File: config.mk
export PLATFORM = sky130hd
export DESIGN_NAME = word_assembler
export DESIGN_NICKNAME = d
export VERILOG_FILES = /design/src/rtl/word_asm_pkg.sv /design/src/rtl/word_asm_lane_cnt.sv /design/src/rtl/word_assembler.sv
export SDC_FILE = /design/constraint.sdc
export NUM_CORES = 1
export LEC_CHECK = 0
export BUFFER_PORTS_ARGS = -buffer_cell sky130_fd_sc_hd__buf_2
export CAP_MARGIN = 30
export CORE_AREA = 2 2 81 114
export DETAILED_ROUTE_END_ITERATION = 8
export DIE_AREA = 0 0 83 116
export PLACE_DENSITY_LB_ADDON = 0.1
export SLEW_MARGIN = 5
export SYNTH_ARGS = -nofsm -noshare
export SYNTH_HDL_FRONTEND = slang
export SYNTH_HIERARCHICAL = 1
export SYNTH_SLANG_ARGS = --single-unit
File: constraint.sdc
create_clock -name clk -period 2.75 [get_ports clk]
set_input_delay 0.1375 -clock clk [delete_from_list [all_inputs] [get_ports clk]]
set_output_delay 0.1375 -clock clk [all_outputs]
set_load 0.01 [all_outputs]
File: src/rtl/word_asm_pkg.sv
// Shared types and helpers for the word assembler: lane-count width, control states, lane placement.
// Latency: n/a (types and constant functions only).
// Backpressure: n/a.
package word_asm_pkg;

    // FILL: collecting symbols; DRAIN: a flush is waiting for the output slot.
    typedef enum logic {
        FILL  = 1'b0,
        DRAIN = 1'b1
    } asm_state_t;

    // Width needed to count 0..lanes symbols.
    function automatic int lane_w(input int lanes);
        return $clog2(lanes + 1);
    endfunction

    // Bit offset of the k-th arriving symbol within the output word.
    function automatic int lane_off(input int k, input int in_w, input int lanes, input bit msb_first);
        if (msb_first) begin
            return in_w * (lanes - 1 - k);
        end
        return in_w * k;
    endfunction

endpackage

File: src/rtl/word_asm_lane_cnt.sv
// Modulo-LANES symbol counter with increment, synchronous clear and last-lane flag.
// Latency: count updates on the clock edge after inc/clr; wrap is decoded from the register.
// Backpressure: none; the caller only pulses inc on accepted symbols.
module word_asm_lane_cnt #(
    parameter int LANES = 4,
    parameter int CNT_W = 3
) (
    input  logic             clk,
    input  logic             rst,
    input  logic             inc,
    input  logic             clr,
    output logic [CNT_W-1:0] cnt,
    output logic             wrap
);

    localparam logic [CNT_W-1:0] LAST = CNT_W'(LANES - 1);

    assign wrap = (cnt == LAST);

    // Clear wins over increment; an increment on the last lane wraps to zero.
    always_ff @(posedge clk or posedge rst) begin
        if (rst) begin
            cnt <= '0;
        end else if (clr) begin
            cnt <= '0;
        end else if (inc) begin
            cnt <= wrap ? '0 : cnt + 1'b1;
        end
    end

endmodule

File: src/rtl/word_assembler.sv
// Packs LANES symbols of IN_W bits into one word, with flush of partial words and a lane-keep mask.
// Latency: word visible the cycle after the last-lane handshake; flush emits one cycle after the slot is free.
// Backpressure: in_ready drops when the last lane cannot land in a busy output slot, or while a flush drains.
module word_assembler
    import word_asm_pkg::*;
#(
    parameter int IN_W      = 8,
    parameter int LANES     = 4,
    parameter int MSB_FIRST = 1
) (
    input  logic                      clk,
    input  logic                      rst,
    input  logic [IN_W-1:0]           in_data,
    input  logic                      in_valid,
    output logic                      in_ready,
    input  logic                      flush,
    output logic [IN_W*LANES-1:0]     out_data,
    output logic [LANES-1:0]          out_keep,
    output logic                      out_valid,
    input  logic                      out_ready,
    output logic [lane_w(LANES)-1:0]  lane_cnt
);

    localparam int OUT_W = IN_W * LANES;
    localparam int CNT_W = lane_w(LANES);
    localparam bit MSB   = (MSB_FIRST != 0);

    asm_state_t         state;
    logic               flush_pend;
    logic [OUT_W-1:0]   acc;
    logic [OUT_W-1:0]   placed;
    logic [LANES-1:0]   part_keep;
    logic               slot_free;
    logic               last_lane;
    logic               in_hs;
    logic               load_full;
    logic               drain_fire;
    logic               load_part;

    // The output slot can take a new word if empty or being consumed this cycle.
    assign slot_free  = !out_valid || out_ready;
    assign in_ready   = !flush_pend && !(last_lane && !slot_free);
    assign in_hs      = in_valid && in_ready;
    assign load_full  = in_hs && last_lane;
    assign drain_fire = flush_pend && slot_free;
    assign load_part  = drain_fire && (lane_cnt != '0);

    // Incoming symbol moved to the bit position of its arrival lane.
    assign placed = OUT_W'(in_data) << lane_off(int'(lane_cnt), IN_W, LANES, MSB);

    // Keep mask for a partial word: the first lane_cnt arrival lanes are filled.
    always_comb begin
        part_keep = '0;
        if (MSB) begin
            part_keep = ~({LANES{1'b1}} >> lane_cnt);
        end else begin
            part_keep = ~({LANES{1'b1}} << lane_cnt);
        end
    end

    word_asm_lane_cnt #(
        .LANES (LANES),
        .CNT_W (CNT_W)
    ) u_lane_cnt (
        .clk  (clk),
        .rst  (rst),
        .inc  (in_hs),
        .clr  (drain_fire),
        .cnt  (lane_cnt),
        .wrap (last_lane)
    );

    // Control FSM: a flush pulse parks us in DRAIN until the output slot is free.
    always_ff @(posedge clk or posedge rst) begin
        if (rst) begin
            state      <= FILL;
            flush_pend <= 1'b0;
        end else begin
            case (state)
                FILL: begin
                    if (flush) begin
                        state      <= DRAIN;
                        flush_pend <= 1'b1;
                    end
                end
                DRAIN: begin
                    if (slot_free) begin
                        state      <= FILL;
                        flush_pend <= 1'b0;
                    end
                end
                default: begin
                    state      <= FILL;
                    flush_pend <= 1'b0;
                end
            endcase
        end
    end

    // Accumulator: gather lanes, wipe whenever the count returns to zero.
    always_ff @(posedge clk or posedge rst) begin
        if (rst) begin
            acc <= '0;
        end else if (load_full || drain_fire) begin
            acc <= '0;
        end else if (in_hs) begin
            acc <= acc | placed;
        end
    end

    // Output slot: load a full or flushed word, otherwise drop valid once consumed.
    always_ff @(posedge clk or posedge rst) begin
        if (rst) begin
            out_data  <= '0;
            out_keep  <= '0;
            out_valid <= 1'b0;
        end else if (load_full) begin
            out_data  <= acc | placed;
            out_keep  <= '1;
            out_valid <= 1'b1;
        end else if (load_part) begin
            out_data  <= acc;
            out_keep  <= part_keep;
            out_valid <= 1'b1;
        end else if (out_valid && out_ready) begin
            out_valid <= 1'b0;
        end
    end

endmodule

==> reports/qor.yml, run 1 <==
rsz0062_at_grt: "false"
cp-end-kind: "flip-flop"
synth_flop_cell: "dfrtp_1"
yosysSeqAreaShare_pct: 49.4
cts.sinks: 74
nets: 405
yosysWarnings: 6
worstPathCellList: "ha_1 > nand2b_2 > inv_1 > a21oi_1 > or2_2 > o2bb2ai_1"
drv_slew: 0
outcome: "completed"
grt_pass1_wl_um: 17300
crit_fanout: 32
post-route-period-util_pct: 75.3
p_per_area_nw_per_um2: 1160
min_period_ps: 2070
synth-seq-cells: 74
wl_per_cell_um: 21.4
r2r_slack_ps: 680
die_y_um: 116
start_util_pct: 43.8
num_rows: 40
syn_avg_cell_area_um2: 10.7
vias: 3130
track_usage_pct: 23.0
worst_slew_pin_slew_ps: 835
fin_tns_setup_ps: 0
slowest_delay_ps: 620
critPathKind: "reg2reg"
final-setup-viol-count: 0
routed_wl_um: 10700
gp_congestion: 0.800
cts_root_buffer: "clkbuf_16"
place_ws_ps: 712
grt_max_degree: 41
fin_skew_ps: 4.93
maxCapViolations: 0
synth_edf_count: 0
dpl.hpwl_um: 6760
finalWorstSetupSlack_ps: 679
crit_slowest_cell: "or2_2"
drive_above_1_share_pct: 24.8
fill_cells: 791
fin_util_pct: 51.1
antenna_found_initial: 0
synth_fp_nets: 363
p_leak_nw: 1.90
vdd_ir_drop_max_mv: 0.480
die_width_um: 83
area_growth_pct: 16.7
io_pins: 54
drt-pass1-iter-count: 4
port_buffers: 53
drt_iter0_markers: 159
cts.reportedPaths.clkPinSlew_ps: 50
cts_buffers: 9
fmax_mhz: 483
core_area_um2: 8560
hp-class: "in2reg"
avgViaCountPerCell: 6.26
antenna_cells: 0
first_global_vias: 3167
overflow: 0
die_area_um2: 9630
cts_tree: "done"
ys_types: 39
finalHoldViolCount: 0
relSlewSlack_pct: 43.7
h-tree-depth: 3
ys_async_sr_fraction_pct: 100
syn_inst: 349
cts_max_path_buffers: 2
syn_area_um2: 3750
postRouteAntennaNets: 0
worstPathRequired_ps: 2990
clk_latency_ps: 330
worstPathArrival_ps: 2310
startpoint_type: "flip-flop"
drc: 0
state kept, by name, summed over array words and instances, names as in the netlist:
| name | flops |
|---|---|
| state | 1 |
| out_data | 32 |
| acc | 32 |
| out_keep | 4 |
| flush_pend | 1 |
| u_lane_cnt/cnt | 3 |
| out_valid | 1 |
cells in the mapped netlist (all sizes together) (2+ instances only):
cell	count	area share, %
nand3b	2	0.40
and4b	8	2.1
o2111ai	2	0.47
nand2b	5	0.90
o21ai	8	1.1
inv	40	4.0
a21oi	6	0.80
clkbuf	23	2.3
nor4bb	7	1.9
a2111oi	16	3.7
or2	2	0.33
dfrtp	74	49
nor4	49	8.2
o2bb2ai	32	7.5
a31oi	2	0.33
or3	2	0.33
nand3	2	0.27
o211ai	2	0.40
nor2	5	0.50
nor3	2	0.57
buf	16	3.2
nor2b	3	0.50
a311oi	32	8.6
where the power goes:
group / switching [mW] / internal [mW]
sequential: 0.277 / 1.55
clock: 0.428 / 0.719
combinational: 1.29 / 0.824
worst paths after layout:
kind	from	depth (start not counted)	to
worst min register to register	out_keep[3]	1	out_keep[3]
min in group asynchronous	rst	3	u_lane_cnt/cnt[0]
worst max-delay path	u_lane_cnt/cnt[0]	6	acc[1]
max in group asynchronous	rst	4	out_data[15]
worst max register to register	u_lane_cnt/cnt[0]	6	acc[1]
worst min-delay path	flush	3	state
what timing repair did:
item,in CTS,in global routing
resized for setup,0,0
setup buffers,0,0
hold endpoints to repair,34,0
hold buffers,1,0
metal layers:
layer | vias up | global-route usage [%] | part of all wire (%)
li1 | 1457 | - | -
met1 | 1571 | 30.5 | 45
met2 | 86 | 37.8 | 49
met3 | 16 | 2.64 | 3.9
met4 | 0 | 11.6 | 2.2
met5 | - | 0 | 0
logic make-up (layout without fill, tap and decap cells):
| kind of cell | count (synthesis) | in the layout | synth area share (%) |
|---|---|---|---|
| AO/OA/AOI/OAI | 103 | 103 | 23.5 |
| adder cells (fa/ha/maj) | 1 | 1 | 0.334 |
| buffers and inverters | 79 | 125 | 9.54 |
| flip-flops | 74 | 74 | 49.4 |
| AND/OR/NAND/NOR | 92 | 92 | 17.2 |
cell type report:
cell class                      count  area (µm²)  area share, %
Multi-Input combinational cell    196        1550           35.4
Sequential cell                    74        1850           42.3
Tap cell                          105         131           3.00
Inverter                           40         150           3.43
Clock buffer                       12         246           5.63
Timing Repair Buffer               70         408           9.32
Clock inverter                      3        40.0          0.915
placed cells by master, fill, tap and decap left out, drive strengths merged, types with 3 or more instances in the layout:
master	netlist	layout
dfrtp	74	74
buf	16	69
nor4	49	49
inv	40	40
o2bb2ai	32	32
a311oi	32	32
a2111oi	16	16
clkbuf	23	12
o21ai	8	8
and4b	8	8
nor4bb	7	7
a21oi	6	6
nor2	5	5
nand2b	5	5
nor2b	3	3
worst max-delay path: cells and delay by family (launching register included):
kind	cells	cell delay, ps
AOI/OAI and AO/OA	2	570
adders and majority gates	1	230
buffers and inverters	1	80
DFF	1	380
and+or+nand+nor	2	720
metrics by stage:
stage	power (mW)	instances	hold WS, ps	instance area, µm²
after floorplan	3.29	349	-109	3750
after global placement	3.93	484	28.2	4080
after detailed placement	3.97	484	29.1	4080
after CTS	5.14	500	163	4380
after global routing	5.44	500	226	4380
final	5.09	500	171	4380
Note: power is estimated with default switching activity, not from simulation.
==> run 2: changes to the inputs <==
Settings changed: ABC_AREA from default to 1, CORE_AREA 2 2 81 114 to 2 2 83 116, DIE_AREA 0 0 83 116 to 0 0 85 118.
Clock period 2.75 ns to 2 ns, I/O delays scaled along.
==> run 2 against run 1 <==
Clock skew shrank 2.1 ps. Area after synthesis grew 5.1%. Clock-buffer cell count grew 1. Cell area grew 5.3%. Fmax increased by 16%. Wire length is 3.2% lower. Critical path depth grew 3. Global-route usage down 1.4 points. Worst setup slack worse by 460 ps. Clock power is 29% higher. Largest power group is now sequential cells.
==> reports/qor.yml, run 2 <==
final_cell_mix: "nand2_1, nand3_1, inv_1, dfrtp_1, buf_2"
syn_area_um2: 3940  # +5.1%
fin_tns_setup_ps: 0  # unchanged
place_ws_ps: 221  # -491 ps
finalWorstSetupSlack_ps: 214  # -465 ps
antenna_cells: 0  # unchanged
dpl.hpwl_um: 6800  # +0.63%
p_per_area_nw_per_um2: 958  # -18%
p_comb_share_pct: 27.3  # -14 points
synth_fp_nets: 550  # +52%
port_buffers: 53  # unchanged
die_y_um: 118  # +1.7%
ys_async_sr_fraction_pct: 100  # unchanged
relSlewSlack_pct: 61.4  # +18 points
antenna_found_initial: 0  # unchanged
drive_above_1_share_pct: 16.5  # -8.3 points
switchingPower_mw: 1.55  # -23%
multi_input_comb_area_um2: 1580  # +1.9%
grt_pass1_wl_um: 17100  # -0.72%
p_sw_share_pct: 35.1  # -4.2 points
maxCapViolations: 0  # unchanged
gp_congestion: 0.805  # +0.62%
cts_tree: "done"
cp-end-kind: "flip-flop"
post-route-period-util_pct: 89.3  # +14 points
netlist_top_cells_count: "nand2_1, nand3_1, inv_1"
stdcell_area_um2: 4610  # +5.3%
io_pins: 54  # unchanged
fmax_mhz: 560  # +16%
fin_util_pct: 51.3  # +0.18 points
avgViaCountPerCell: 5.07  # -19%
cts.sinks: 74  # unchanged
die_width_um: 85  # +2.4%
area_growth_pct: 16.9
finalHoldViolCount: 0  # unchanged
num_rows: 41  # +2.5%
crit_fanout: 32  # unchanged
routed_wl_um: 10400  # -3.2%
h-tree-depth: 3  # unchanged
fill_cells: 896  # +13%
outcome: "completed"
core_area_um2: 8980  # +4.9%
cp_common_cell: "nand2_1"
yosysSeqAreaShare_pct: 47.0  # -2.4 points
final-setup-viol-count: 0  # unchanged
vdd_ir_drop_max_mv: 0.488  # +1.6%
startpoint_type: "flip-flop"
reg_top3: "acc x32, out_data x32, out_keep x4"
worstPathArrival_ps: 2060  # -250 ps
wl_per_cell_um: 14.8  # -31%
syn_inst: 536  # +54%
fin_skew_ps: 2.81  # -2.12 ps
die_area_um2: 10000  # +4.2%
worstPathRequired_ps: 2280  # -710 ps
postRouteAntennaNets: 0  # unchanged
critPathKind: "reg2reg"
netlist.area_leader.share_pct: 47.0  # -2.4 points
grt_max_degree: 72  # +76%
slowest_delay_ps: 430  # -190 ps
numPlacedInstances: 682  # +41%
cts_max_path_buffers: 2  # unchanged
first_global_vias: 3366  # +6.3%
path_delay_family: "simple AND/OR/NAND/NOR gates"
cts_resized: 0  # unchanged
drt_iter0_markers: 257  # +62%
layout_commonest_cell: "nand2_1"
nets: 602  # +49%
p_int_mw: 2.86  # -7.4%
seqPwrFrac_pct: 39.2  # +3.3 points
regArea_um2: 1850  # unchanged
hp-class: "in2reg"
yosysWarnings: 6  # unchanged
clk_latency_ps: 340  # about the same
track_usage_pct: 21.6  # -1.4 points
synth-seq-cells: 74  # unchanged
rsz0062_at_grt: "false"
cp_num_cells: 9  # +3
worst_slew_pin_slew_ps: 579  # -256 ps
p_leak_nw: 2.85  # +49%
worstHoldPathCells: 4  # +1
yosys-top-cells-area: "dfrtp_1, nand2_1, nand3_1, inv_1, nand4_1"
ff2ff_path_depth: 9  # +3
cts.reportedPaths.clkPinSlew_ps: 50  # about the same
yosysMostFrequentCell: "nand2_1"
ys_types: 21  # -46%
synth_flop_cell: "dfrtp_1"
synth_largest_area_cell: "dfrtp_1"
start_util_pct: 43.9  # +0.086 points
syn_avg_cell_area_um2: 7.36  # -32%
cts_buffers: 9  # unchanged
crit_slowest_cell: "inv_2"
drc: 0  # unchanged
cts_root_buffer: "clkbuf_16"
dpl_cell_area_um2: 4320  # +5.9%
drt-pass1-iter-count: 5  # +1
vias: 3551  # +13%
holdWs_ps: 104  # -67.2 ps
power_frac_clock_pct: 33.5  # +11 points
cp_num_buf_inv: 2  # +1
overflow: 0  # unchanged
stdcell_count: 700  # +40%
min_period_ps: 1790  # -285 ps
synth_edf_count: 0  # unchanged
worstPathCellList: "ha_1 > nand2_1 > inv_1 > nand3_1 > nand2_1 > nor2_4 > inv_2 > nand3_1 > nand2_1"
finalPower_mw: 4.41  # -13%
drv_slew: 0  # unchanged
-- run 2: cell types whose count changed after synthesis, sizes merged, moves of 9 or more --
cell     change
nand2      +168
nor4        -49
nand3      +113
nand4       +32
o2bb2ai     -32
a2111oi     -16
a311oi      -32
buf          +9
nor2        +15
inv         +50
clkbuf      -18
-- run 2: repair_timing --
action | in CTS | in global routing
endpoints found under the hold margin | 76 | 0
buffers inserted | 0 | 0
hold buffers | 2 | 0
-- run 2: cells by family (layout without fill, tap and decap cells) --
logic type                 Yosys count  after routing  share of synthesized area (%)
AOI/OAI and AO/OA                    2              2                          0.254
DFF                                 74             74                           47.0
and+or+nand+nor                    337            337                           39.5
adders and majority gates            1              1                          0.317
buffers and inverters              122            179                           13.0
-- run 2: per-layer routing --
metal	vias up	wire [µm]	GRT usage [%]
met5	-	0	0
met4	0	178	8.73
met3	11	436	3.58
met2	82	5180	34.9
met1	1668	4570	28.7
li1	1790	-	-
-- run 2: final timing paths --
check | endpoint | slack (ps) | from
hold / removal | out_valid | 100 | out_ready
max in group asynchronous | out_data[18] | 1280 | rst
setup / recovery | acc[21] | 210 | u_lane_cnt/cnt[1]
min in group asynchronous | u_lane_cnt/cnt[0] | 190 | rst
hold reg to reg | out_keep[3] | 460 | out_keep[3]
setup reg to reg | acc[21] | 210 | u_lane_cnt/cnt[1]
-- run 2: power groups by stage --
stage / registers [mW] / logic (mW) / clock network (mW)
after global routing: 1.75 / 1.34 / 1.57
after floorplan: 1.79 / 0.798 / 0
after CTS: 1.73 / 1.21 / 1.51
after detailed placement: 1.76 / 1.20 / 0
after global placement: 1.75 / 1.20 / 0
final: 1.73 / 1.20 / 1.48
-- run 2: layout make-up --
type | instances | share of cell area, %
Clock buffer | 13 | 5.43
Clock inverter | 3 | 0.326
Inverter | 92 | 7.52
Multi-Input combinational cell | 340 | 34.3
Sequential cell | 74 | 40.2
Tap cell | 107 | 2.91
Timing Repair Buffer | 71 | 9.34
-- run 2: tightest hold or removal path: stages --
cell and delay (ps):
buf_2 100, inv_1 60, nand2_2 90, nand2_1 60
==> run 3: changes to the inputs <==
Settings changed: CORE_AREA 2 2 83 116 to 2 2 81 114, DIE_AREA 0 0 85 118 to 0 0 83 116, MAX_ROUTING_LAYER from default to met4, SYNTH_HIERARCHICAL 1 to default.
==> run 3 against run 2 <==
Area after synthesis is 4.4% lower. Sequential cell count did not move. Clock skew rose by 2.0 ps. First-iteration DRC count shrank 19%. Cell count fell by 8.1%. Sequential share of layout area is 1.8 points higher. Sequential power grew 24%. Global-route usage is 0.27 points lower. Critical path depth stayed put. Critical path type unchanged.
==> reports/qor.yml, run 3 <==
nets: 551  # -8.5%
gp_congestion: 0.829  # +2.9%
yosys-top-cells-area: "dfrtp_1, nand2_1, o21bai_1, nand4_1, nand3_1"
p_comb_share_pct: 35.3  # +8.0 points
grt_max_degree: 34  # -53%
die_area_um2: 9630  # -4.0%
cts_root_buffer: "clkbuf_16"
ys_async_sr_fraction_pct: 100  # unchanged
maxCapViolations: 0  # unchanged
dpl.hpwl_um: 6300  # -7.4%
synth_flop_cell: "dfrtp_1"
netlist.area_leader.share_pct: 49.2  # +2.2 points
cts_tree: "done"
synth-compound-area-share_pct: 7.27  # +7.0 points
track_usage_pct: 21.3  # -0.27 points
antenna_found_initial: 0  # unchanged
syn_avg_cell_area_um2: 7.88  # +7.2%
power_frac_clock_pct: 25.9  # -7.6 points
area_growth_pct: 17.0
worstPathRequired_ps: 2230  # -50 ps
worst_slew_pin_slew_ps: 536  # -42.1 ps
die_y_um: 116  # -1.7%
cts_max_path_buffers: 2  # unchanged
antenna_cells: 0  # unchanged
num_rows: 40  # -2.4%
rsz0062_at_grt: "false"
start_util_pct: 44.0  # +0.10 points
yosysMostFrequentCell: "nand2_1"
fin_skew_ps: 4.78  # +1.97 ps
grtUsageMet1_pct: 27.8  # -0.83 points
ys_types: 24  # +14%
synth_fp_nets: 494  # -10%
io_pins: 54  # unchanged
port_buffers: 53  # unchanged
netlist_top_cells_count: "nand2_1, dfrtp_1, inv_1"
crit_fanout: 20  # -38%
min_period_ps: 1720  # -69.5 ps
clk_latency_ps: 340  # about the same
syn_inst: 478  # -11%
p_leak_nw: 2.54  # -11%
yosysWarnings: 0  # -6
worstPathCellList: "ha_1 > inv_1 > nor2_2 > nand4_4 > nand2_4 > inv_2 > buf_4 > nand2_1 > nand2_1"
critPathLaunch: "u_lane_cnt.cnt[1]"
post-route-period-util_pct: 85.8  # -3.5 points
use_met3_pct: 4.63  # +1.1 points
first_global_vias: 3215  # -4.5%
switchingPower_mw: 2.06  # +33%
cts.sinks: 74  # unchanged
relSlewSlack_pct: 64.2  # +2.8 points
cp-end-kind: "flip-flop"
synth-seq-cells: 74  # unchanged
outcome: "completed"
crit_slowest_cell: "dfrtp_1"
p_sw_share_pct: 37.2  # +2.1 points
synth_largest_area_cell: "dfrtp_1"
routed_wl_um: 9290  # -10%
synth_top_family_by_area: "simple AND/OR/NAND/NOR gates"
cp_common_cell: "nand2_1"
postRouteAntennaNets: 0  # unchanged
layout_commonest_cell: "nand2_1"
p_int_mw: 3.47  # +21%
cts_buffers: 9  # unchanged
die_width_um: 83  # -2.4%
wl_per_cell_um: 14.5  # -2.4%
hp-class: "in2reg"
cts.reportedPaths.clkPinSlew_ps: 50  # about the same
top_usage_layer: "met2"
syn_area_um2: 3770  # -4.4%
final-setup-viol-count: 0  # unchanged
synth-adder-area-share_pct: 0.996  # +0.68 points
synthSimpleGateAreaFrac_pct: 33.0  # -6.4 points
drv_slew: 0  # unchanged
yosys-mux-area-fraction_pct: 0  # unchanged
path_delay_family: "simple AND/OR/NAND/NOR gates"
yosys.area_share.xor_xnor_pct: 0  # unchanged
cp_num_buf_inv: 3  # +1
startpoint_type: "flip-flop"
synth_edf_count: 0  # unchanged
drc: 0  # unchanged
grtUsageMet2_pct: 33.2  # -1.6 points
h-tree-depth: 3  # unchanged
yosysSeqAreaShare_pct: 49.2  # +2.2 points
avgViaCountPerCell: 5.02  # -1.1%
seqPwrFrac_pct: 38.8  # -0.4 points
vias: 3227  # -9.1%
vdd_ir_drop_max_mv: 0.683  # +40%
holdWs_ps: 118  # +13.8 ps
finalHoldViolCount: 0  # unchanged
drt_iter0_markers: 209  # -19%
overflow: 0  # unchanged
slowest_delay_ps: 450  # +20 ps
drt-pass1-iter-count: 4  # -1
p_per_area_nw_per_um2: 1260  # +31%
post_cts_buffers: 0  # unchanged
holdCritStartpoint: "in_valid"
final_cell_mix: "nand2_1, dfrtp_1, buf_2, inv_1, nand3_1"
grt_pass1_wl_um: 15700  # -8.6%
reg2reg_from: "u_lane_cnt.cnt[1]"
reg_top3: "acc x32, out_data x32, out_keep x4"
worstPathArrival_ps: 1940  # -120 ps
finalPower_mw: 5.53  # +25%
critPathKind: "reg2reg"
drive_above_1_share_pct: 17.3  # +0.76 points
core_area_um2: 8560  # -4.7%
fmax_mhz: 583  # +4.1%
fin_tns_setup_ps: 0  # unchanged
[run 3: cell types whose count changed after synthesis, sizes merged, moves of 2 or more]
cell / previous run / this run
clkbuf: 5 / 1
nand2: 168 / 216
nand3: 115 / 35
ha: 1 / 3
o21bai: 0 / 32
inv: 90 / 46
nor2: 20 / 3
[run 3: layout make-up]
cell class / instances / area [µm²]
Fill cell: 819 / 4150
Sequential cell: 74 / 1850
Multi-Input combinational cell: 329 / 1560
Timing Repair Buffer: 73 / 433
Clock buffer: 14 / 254
Inverter: 48 / 183
Tap cell: 105 / 131
[run 3: final timing paths]
check	end	slack [ps]	cells after the start
max	out_data[16]	280	9
min	u_lane_cnt.cnt[1]	120	3
max reg2reg	out_data[16]	280	9
min reg2reg	out_keep[3]	460	1
max in group asynchronous	out_keep[3]	1070	4
min in group asynchronous	out_data[12]	350	3
[run 3: kinds of logic after synthesis]
| kind of cell | Yosys count |
|---|---|
| AO/OA/AOI/OAI | 38 |
| flip-flops | 74 |
| adder cells (fa/ha/maj) | 3 |
| buffers and inverters | 75 |
| AND/OR/NAND/NOR | 288 |
[run 3: per-stage QoR]
| step | cells | cell area [µm²] | util, % | setup WS, ps |
|---|---|---|---|---|
| finish | 643 | 4410 | 51.5 | 284 |
| global route | 643 | 4410 | 51.5 | 60.3 |
| global placement | 627 | 4130 | 48.3 | 259 |
| floorplan | 478 | 3770 | - | 18.4 |
| detailed placement | 627 | 4130 | 48.3 | 154 |
| CTS | 643 | 4410 | 51.5 | 117 |
[run 3: metal layers]
| layer | up-vias | routed length (µm) |
|---|---|---|
| met3 | 9 | 483 |
| met5 | - | 0 |
| met4 | 0 | 142 |
| met2 | 82 | 4340 |
| met1 | 1507 | 4330 |
| li1 | 1629 | - |
[run 3: what timing repair did]
item,CTS,global route
endpoints found under the hold margin,22,0
endpoints found under the setup margin,0,26
gates resized for setup,0,2
hold buffers,2,0
[run 3: power by group through the flow]
| stage | clock network, mW | registers, mW | logic, mW |
|---|---|---|---|
| 2_1_floorplan | 0 | 2.28 | 1.25 |
| 3_3_place_gp | 0 | 2.15 | 1.95 |
| 3_5_place_dp | 0 | 2.17 | 1.98 |
| 4_1_cts | 1.47 | 2.15 | 1.99 |
| 5_1_grt | 1.54 | 2.21 | 2.21 |
| 6_report | 1.43 | 2.15 | 1.95 |
[run 3: worst register-to-register path: stages (launching register included)]
cell	delay, ps
dfrtp_1	450
ha_1	200
inv_1	60
nor2_2	140
nand4_4	140
nand2_4	230
inv_2	60
buf_4	200
nand2_1	90
nand2_1	50
